[config.mk]
export PLATFORM = sky130hd
export DESIGN_NAME = instr_fetch_unit
export DESIGN_NICKNAME = d
export VERILOG_FILES = /design/src/rtl/rv32_pkg.sv /design/src/rtl/fetch_pc_gen.sv /design/src/rtl/instr_fetch_unit.sv
export SDC_FILE = /design/constraint.sdc
export NUM_CORES = 1
export LEC_CHECK = 0
export BUFFER_PORTS_ARGS = -buffer_cell sky130_fd_sc_hd__buf_2
export CAP_MARGIN = 20
export CORE_MARGIN = 2
export CORE_UTILIZATION = 52
export DETAILED_ROUTE_END_ITERATION = 8
export PLACE_DENSITY = 0.91
export SLEW_MARGIN = 20
export SYNTH_ARGS = -nofsm -noshare
export SYNTH_HDL_FRONTEND = slang
export SYNTH_SLANG_ARGS = --single-unit
[constraint.sdc]
create_clock -name clk -period 3 [get_ports clk]
set_clock_uncertainty 0.1 [all_clocks]
set_input_delay 0.45 -clock clk [delete_from_list [all_inputs] [get_ports clk]]
set_output_delay 0.45 -clock clk [all_outputs]
set_load 0.005 [all_outputs]
[src/rtl/rv32_pkg.sv]
// Shared RV32 fetch-side definitions: base opcodes, the canonical NOP word,
// fetch FSM state encoding and a word-alignment helper.
package rv32_pkg;

    localparam logic [6:0] OP_R      = 7'b0110011;
    localparam logic [6:0] OP_IMM    = 7'b0010011;
    localparam logic [6:0] OP_LOAD   = 7'b0000011;
    localparam logic [6:0] OP_STORE  = 7'b0100011;
    localparam logic [6:0] OP_BRANCH = 7'b1100011;
    localparam logic [6:0] OP_LUI    = 7'b0110111;
    localparam logic [6:0] OP_AUIPC  = 7'b0010111;

    // addi x0, x0, 0
    localparam logic [31:0] NOP_INSTR = 32'h0000_0013;

    typedef enum logic [2:0] {
        IDLE,
        REQ,
        WAIT,
        HOLD,
        HALT
    } fetch_state_t;

    // Clear the byte-offset bits of an address
    function automatic logic [31:0] word_align(input logic [31:0] addr);
        return addr & 32'hFFFF_FFFC;
    endfunction

endpackage

[src/rtl/fetch_pc_gen.sv]
// Fetch PC register: sequential +4 advance and redirect target mux.
// Redirect targets are always forced onto a word boundary here; the top
// decides whether a misaligned target is an error.
module fetch_pc_gen #(
    parameter logic [31:0] RESET_PC = 32'h0000_0000
) (
    input  logic        clk,
    input  logic        rst_n,
    input  logic        advance,
    input  logic        redirect,
    input  logic [31:0] redirect_pc,
    output logic [31:0] fetch_pc
);
    import rv32_pkg::*;

    // Redirect wins over the sequential advance; the increment wraps mod 2^32
    always_ff @(posedge clk) begin
        if (!rst_n) begin
            fetch_pc <= RESET_PC;
        end else if (redirect) begin
            fetch_pc <= word_align(redirect_pc);
        end else if (advance) begin
            fetch_pc <= fetch_pc + 32'd4;
        end
    end

endmodule

[src/rtl/instr_fetch_unit.sv]
// Instruction fetch unit: owns the PC, issues one req/gnt/rvalid read at a
// time, holds the fetched word for the decoder (valid/ready) and handles
// branch/jump redirects by discarding any in-flight fetch.
// Optional build macro FETCH_MISALIGN_CHK_EN: a redirect to a non-word-aligned
// target raises sticky misalign_err and halts fetching until reset. Without
// it the low target bits are silently dropped and misalign_err stays 0.
module instr_fetch_unit #(
    parameter logic [31:0] RESET_PC       = 32'h0000_0000,
    parameter int unsigned TIMEOUT_CYCLES = 16
) (
    input  logic        clk,
    input  logic        rst_n,
    output logic        imem_req,
    output logic [31:0] imem_addr,
    input  logic        imem_gnt,
    input  logic        imem_rvalid,
    input  logic [31:0] imem_rdata,
    output logic        instr_valid,
    input  logic        instr_ready,
    output logic [31:0] instr,
    output logic [6:0]  opcode,
    output logic [31:0] instr_pc,
    input  logic        redirect_valid,
    input  logic [31:0] redirect_pc,
    output logic        bus_err,
    output logic        misalign_err
);
    import rv32_pkg::*;

    // Last wait_cnt value tolerated before declaring a bus timeout
    localparam logic [31:0] TIMEOUT_LAST = 32'(TIMEOUT_CYCLES) - 32'd1;
    localparam bit          TIMEOUT_EN   = (TIMEOUT_CYCLES != 0);

    fetch_state_t state;
    logic         discard;
    logic [31:0]  wait_cnt;
    logic [31:0]  fetch_pc;
    logic         redirect_act;
    logic         misalign_hit;
    logic         advance;

    // A halted unit ignores redirects entirely
    assign redirect_act = redirect_valid && (state != HALT);

`ifdef FETCH_MISALIGN_CHK_EN
    assign misalign_hit = redirect_act && (redirect_pc[1:0] != 2'b00);
`else
    assign misalign_hit = 1'b0;
`endif

    // PC only steps forward when a non-discarded word is captured
    assign advance   = (state == WAIT) && imem_rvalid && !discard && !redirect_act;
    assign imem_addr = fetch_pc;
    assign opcode    = instr[6:0];

    fetch_pc_gen #(
        .RESET_PC (RESET_PC)
    ) u_pc_gen (
        .clk         (clk),
        .rst_n       (rst_n),
        .advance     (advance),
        .redirect    (redirect_act),
        .redirect_pc (redirect_pc),
        .fetch_pc    (fetch_pc)
    );

    // Fetch FSM with registered bus request, hold buffer and sticky errors
    always_ff @(posedge clk) begin
        if (!rst_n) begin
            state        <= IDLE;
            imem_req     <= 1'b0;
            instr_valid  <= 1'b0;
            instr        <= NOP_INSTR;
            instr_pc     <= RESET_PC;
            discard      <= 1'b0;
            wait_cnt     <= '0;
            bus_err      <= 1'b0;
            misalign_err <= 1'b0;
        end else if (misalign_hit) begin
            misalign_err <= 1'b1;
            state        <= HALT;
            imem_req     <= 1'b0;
            instr_valid  <= 1'b0;
            discard      <= 1'b0;
        end else if (redirect_act) begin
            // Any held word is dropped; a handshake in this same cycle has
            // already completed, so the branch word counts as consumed.
            instr_valid <= 1'b0;
            if (state == WAIT && !imem_rvalid) begin
                // Response still owed by memory: swallow it when it arrives
                discard  <= 1'b1;
                state    <= WAIT;
                imem_req <= 1'b0;
                wait_cnt <= wait_cnt + 32'd1;
            end else if (state == REQ && imem_gnt) begin
                discard  <= 1'b1;
                state    <= WAIT;
                imem_req <= 1'b0;
                wait_cnt <= '0;
            end else begin
                discard  <= 1'b0;
                state    <= REQ;
                imem_req <= 1'b1;
            end
        end else begin
            case (state)
                IDLE: begin
                    state    <= REQ;
                    imem_req <= 1'b1;
                end
                REQ: begin
                    if (imem_gnt) begin
                        state    <= WAIT;
                        imem_req <= 1'b0;
                        wait_cnt <= '0;
                    end
                end
                WAIT: begin
                    if (imem_rvalid) begin
                        if (discard) begin
                            discard  <= 1'b0;
                            state    <= REQ;
                            imem_req <= 1'b1;
                        end else begin
                            instr       <= imem_rdata;
                            instr_pc    <= fetch_pc;
                            instr_valid <= 1'b1;
                            state       <= HOLD;
                        end
                    end else if (TIMEOUT_EN && (wait_cnt >= TIMEOUT_LAST)) begin
                        bus_err <= 1'b1;
                        state   <= HALT;
                    end else begin
                        wait_cnt <= wait_cnt + 32'd1;
                    end
                end
                HOLD: begin
                    if (instr_ready) begin
                        instr_valid <= 1'b0;
                        state       <= REQ;
                        imem_req    <= 1'b1;
                    end
                end
                HALT: begin
                    state <= HALT;
                end
                default: begin
                    state    <= HALT;
                    imem_req <= 1'b0;
                end
            endcase
        end
    end

endmodule

After elaboration in Yosys (flattened, before gate mapping) --
Index checks and enable logic that the tools add are counted.
Storage, ports and cells: register bits 135, input port bits 70, output and inout port bits 107, logic and storage cells 92
Operators by class: $add $sub $neg 2, $lt $le $gt $ge 1, eq/ne operators 17, muxes and demuxes 35, bitwise operators 4, reduce and logical (&&, ||, !) cells 23
Operators with widths (count):
- $mux 32 | 8
- $pmux 32 s2 | 1
- $add 32x1->32 const B | 1
- $add 32x3->32 const B | 1
- $ge 32x4->1 const B | 1
- $ne 3x3->1 const B | 7
- $mux 3 | 6
- $mux 1 | 15
- $pmux 3 s4 | 1
- $reduce_and 4->1 | 3
- $reduce_and 5->1 | 2
- $ne 2x2->1 const B | 4
- $reduce_bool 2->1 | 4
- $eq 3x2->1 const B | 2
- $logic_and 1x1->1 | 6
- $pmux 1 s5 | 1
- $mux 2 | 2
- $ne 4x3->1 const B | 1
- $not 1->1 | 4
- $eq 3x1->1 const B | 1
- $eq 3x3->1 const B | 1
- $logic_not 1->1 | 3
- $logic_not 3->1 | 1
- $ne 3x1->1 const B | 1
- 5 further kinds | 5

Longest topological paths before layout --
depth after elaboration 6, gate-level depth with buffers 8, depth with buffers taken out 6

By module --
From an unflattened synthesis, not the netlist that was laid out.
Second synthesis, totals: cell total of the unflattened synthesis 807, area, all modules 6288.5 um^2
Modules (own cells, without submodules):
- instr_fetch_unit | times used 1, cells each 559, area each 4365.4 um^2, sequential area each 2062.0 um^2
- fetch_pc_gen | times used 1, cells each 248, area each 1923.1 um^2, sequential area each 600.6 um^2

Worst setup path after synthesis --
OpenSTA, ideal clock, no wires.
path kind register to register, start register u_pc_gen.fetch_pc[11], end register u_pc_gen.fetch_pc[28], setup time 0.124 ns, data arrival time 1.883 ns, required time 2.776 ns, slack 0.894 ns, stages on the path, launching flop included 7, buffers on the path 1, period minus slack after synthesis 2.106 ns, cell sequence dfxtp_1 > and4_1 > clkbuf_1 > nand3_1 > nor4_1 > mux2i_1 > nand3_1
Between the ends: cells in the longest elaborated chain, start to end 3
RTL lines:
- from (decl) | RTL line fetch_pc_gen.sv:12 | output logic [31:0] fetch_pc
- from (signal assigned) | RTL line fetch_pc_gen.sv:21 | fetch_pc <= word_align(redirect_pc);
- from (signal assigned) | RTL line fetch_pc_gen.sv:23 | fetch_pc <= fetch_pc + 32'd4;
- $add 32x3->32 | RTL line fetch_pc_gen.sv:23
- $mux 32 | RTL line fetch_pc_gen.sv:22 | end else if (advance) begin
- $mux 32 | RTL line fetch_pc_gen.sv:20 | end else if (redirect) begin
No other way between the ends. The select of a mux whose other input is x is not followed. A chain may end at the register's enable or synchronous reset.

Worst setup path in the final report --
start register state[1], end register u_pc_gen.fetch_pc[28]
Between the ends: cells in the longest elaborated chain, start to end 5, elaborated cells between the ends (all ways) 9, classes of those cells eq/ne: 2; mux: 1; reduce/logical: 6
RTL lines:
- from (decl) | RTL line instr_fetch_unit.sv:34 | fetch_state_t state;
- from (signal assigned) | RTL line instr_fetch_unit.sv:70 | state <= IDLE;
- from (signal assigned) | RTL line instr_fetch_unit.sv:81 | state <= HALT;
- from (signal assigned) | RTL line instr_fetch_unit.sv:92 | state <= WAIT;
- $eq 3x2->1 or $ne 3x3->1 (tied branches) | RTL line instr_fetch_unit.sv:52, instr_fetch_unit.sv:43
- $logic_and 1x1->1 (on tied branches) | RTL line instr_fetch_unit.sv:52, instr_fetch_unit.sv:43
- $logic_and 1x1->1 or $logic_not 1->1 (tied branches) | RTL line instr_fetch_unit.sv:52 | assign advance = (state == WAIT) && imem_rvalid && !discard && !redirect_act;
- $logic_and 1x1->1 | RTL line instr_fetch_unit.sv:52
- $reduce_bool 2->1 (no source line)
Parallel ways exist; a longest one is shown, timed or not.

==> impl_metrics.csv <==
group,metric,value,unit
power_and_ir_drop,p_switching,1.06,mW
grt,grtUsageTotal,0.272,
timing,rsz0062_at_grt,"false",
synthesis,syn_inst,771,
cells_and_area,n_antenna_cell,0,
cells_and_area,mostFrequentLayoutCells,"buf_2 (169), nand2_1 (163), dfxtp_1 (131)",
floorplanning,dieArea,0.0126,mm^2
clock_network,cts_setup_buffers,0,
cells_and_area,drive_gt1_frac,0.252,
clock_network,cts_max_level,4,
clock_network,clk_pin_slew,0.06,ns
timing,worst_pin_slew,0.697,ns
critical_path,cp_slowest_stage_delay,0.65,ns
detailed_routing,firstDrtPassIters,5,
timing,slew_violations,0,
clock_network,ctsHoldBuffers,0,
critical_path,critPathMaxFanout,13,
synthesis,synth_cell_types,58,
timing,hold_viol_final,0,
floorplanning,rows,39,
critical_path,slowest_stage,"nor4_1",
power_and_ir_drop,power_density,592,mW/mm^2
clock_network,clock-sinks,131,
cells_and_area,final_common_cell,"buf_2",
grt,first_global_vias,5904,
place,place_hpwl,11500,um
detailed_routing,drc,0,
place,gp_congestion,0.894,
synthesis,ys_seq_elements,131,
clock_network,root_buffer,"clkbuf_16",
synthesis,syn_area,0.00611,mm^2
synthesis,synth_fa_ha_area_frac,0.00410,
grt,grt_start_max_net_pins,62,
outcome,status,"complete, no violations",
timing,max_slew_margin,0.531,
critical_path,worst_ep_arrival_time,2.78,ns
timing,fmax,0.388,GHz
detailed_routing,drt-initial-drc-count,587,
flow_run,max-cap-violations,0,
critical_path,rr_startpoint,"state[1]$_SDFFE_PN0P_",
floorplanning,coreArea,0.0114,mm^2
critical_path,r2r_end,"u_pc_gen.fetch_pc[28]$_SDFFE_PN0P_",
timing,totalNegativeSetupSlack,0,ns
synthesis,muxShareOfSynthArea,0.00983,
clock_network,clk_latency,0.42,ns
power_and_ir_drop,power_frac_comb,0.080,
critical_path,critPathLaunchType,"flip-flop",
power_and_ir_drop,clockPowerShare,0.508,
place,io_buffers,169,
synthesis,synth_area_per_cell,7.92,um^2
synthesis,synth_top_family_by_area,"simple AND/OR/NAND/NOR gates",
synthesis,synthSimpleGateAreaFrac,0.298,
power_and_ir_drop,power_frac_seq,0.411,
detailed_routing,viasPerCell,5.81,
synthesis,synth_compound_area_frac,0.160,
critical_path,worstPathRequired,3.20,ns
critical_path,path_class,"flip-flop to flip-flop",
critical_path,setup.worst_path.start,"state[1]$_SDFFE_PN0P_",
synthesis,synth_edf_count,0,
clock_network,cts_tree,"done",
cells_and_area,final_cells,1075,
clock_network,cts_buffers,17,
synthesis,synth_flop_cell,"dfxtp_1",
place,placedCellCount,1043,
power_and_ir_drop,p_leak,3.08,nW
synthesis,synth.yosys.warnings,0,
detailed_routing,avgRoutedWirePerCell,16.1,um
cells_and_area,area_delta_synth_final,25.9,%
critical_path,rr_worst_depth,5,
floorplanning,initial_core_util,0.535,
critical_path,r2r_slack,0.42,ns
detailed_routing,vias,6243,
floorplanning,pin_count,177,
critical_path,path_cells,"nor3b_1 > nand4_1 > nor4_1 > mux2i_1 > nand3_1",
critical_path,crit_end,"u_pc_gen.fetch_pc[28]$_SDFFE_PN0P_",
synthesis,synth_xor_xnor_area_share,0.0444,
detailed_routing,drt-total-wl,17300,um
power_and_ir_drop,switching_share,0.233,
synthesis,ys_seq_area_frac,0.429,
cells_and_area,fin_nets,991,
cells_and_area,fin_util,0.674,
detailed_routing,antenna_left,0,
grt,grt_first_pass_wirelength,27900,um
timing,setup_viol,0,
clock_network,cts_resized,0,
critical_path,crit_path_end_kind,"flip-flop",
power_and_ir_drop,irDropWorstVdd,509,uV
timing,period_minus_slack,2.58,ns
floorplanning,die_w,112,um
worst_hold_path,hp-class,"input port to flip-flop",
grt,antenna_found_initial,0,
timing,period_share,0.859,
grt,overflow,0,
power_and_ir_drop,p_int,3.49,mW
clock_network,clock_path_buffers,2,
synthesis,async_flop_share,0,
floorplanning,die_height,112,um
cell families after synthesis:
logic type / after synthesis
fa+ha+maj: 2
simple gates: 366
compound gates: 163
buf+inv: 71
other cells: 1
xor+xnor: 31
mux: 6
flops: 131
cell usage after synthesis (all sizes together) (5+ instances only):
cell	instances	area share
xnor2	27	0.039
nor2b	5	0.0051
o21ai	21	0.017
mux2i	6	0.0098
and3	13	0.013
nor2	44	0.027
nor4	24	0.031
o31ai	14	0.018
or4	13	0.016
nor3	15	0.013
and4	10	0.014
nand4	19	0.019
a211oi	12	0.017
dfxtp	131	0.43
clkbuf	45	0.028
nand2b	7	0.0072
inv	8	0.0049
nand2	164	0.10
a21oi	91	0.075
nand3	35	0.029
buf	16	0.019
state kept, by name (all words and copies together) (netlist names):
signal	count
instr	32
discard	1
instr_pc	30
u_pc_gen.fetch_pc	30
imem_req	1
instr_valid	1
wait_cnt	32
state	3
bus_err	1
routing by layer:
| metal | GRT usage | wire (um) | part of all wire |
|---|---|---|---|
| met5 | 0 | 0 | 0 |
| met1 | 0.310 | 6650 | 0.38 |
| met2 | 0.471 | 8820 | 0.51 |
| met4 | 0.151 | 731 | 0.042 |
| met3 | 0.0643 | 1130 | 0.065 |
area by class of cell:
| cell class | count | area (um^2) |
|---|---|---|
| clock inverters | 12 | 201 |
| clock buffers | 20 | 467 |
| multi-input cells | 573 | 3200 |
| flip-flops and latches | 131 | 2620 |
| inverters | 10 | 37.5 |
| fillers | 902 | 3730 |
| well taps | 143 | 179 |
| repair buffers | 186 | 986 |
critical path, delay by kind of cell (launching register included):
kind	cells	cell delay, ns
flops	1	0.55
mux	1	0.26
simple gates	4	1.56
worst min-delay path by stage:
stage / from / slack [ns] / depth (start not counted) / endpoint
floorplan: wait_cnt[31]$_SDFFE_PN0P_ / 0.35 / 2 / wait_cnt[31]$_SDFFE_PN0P_
global placement: instr_pc[31]$_SDFFE_PN0P_ / 0.34 / 2 / instr_pc[31]$_SDFFE_PN0P_
detailed placement: instr_pc[26]$_SDFFE_PN0P_ / 0.34 / 2 / instr_pc[26]$_SDFFE_PN0P_
CTS: imem_rdata[1] / 0.14 / 3 / instr[1]$_SDFFE_PN1P_
global route: imem_rdata[1] / 0.16 / 3 / instr[1]$_SDFFE_PN1P_
finish: imem_rdata[1] / 0.15 / 3 / instr[1]$_SDFFE_PN1P_
power by group through the flow:
| stage | registers [mW] | clock network [mW] | logic (mW) |
|---|---|---|---|
| 3_3_place_gp | 1.90 | 0 | 0.349 |
| 3_5_place_dp | 1.91 | 0 | 0.358 |
| 4_1_cts | 1.87 | 2.34 | 0.364 |
| 5_1_grt | 1.88 | 2.41 | 0.404 |
| 6_report | 1.87 | 2.31 | 0.365 |
| 2_1_floorplan | 1.89 | 0 | 0.217 |
stage by stage:
| step | hold WS (ns) | power [mW] | worst slack (ns) | area (um^2) |
|---|---|---|---|---|
| after floorplan | 0.352 | 2.10 | 0.894 | 6120 |
| after global placement | 0.338 | 2.25 | 0.580 | 7020 |
| after detailed placement | 0.344 | 2.26 | 0.562 | 7020 |
| after CTS | 0.136 | 4.57 | 0.521 | 7690 |
| after global routing | 0.158 | 4.70 | 0.314 | 7690 |
| final | 0.152 | 4.55 | 0.424 | 7690 |
Power figures use the tool's default switching activity.
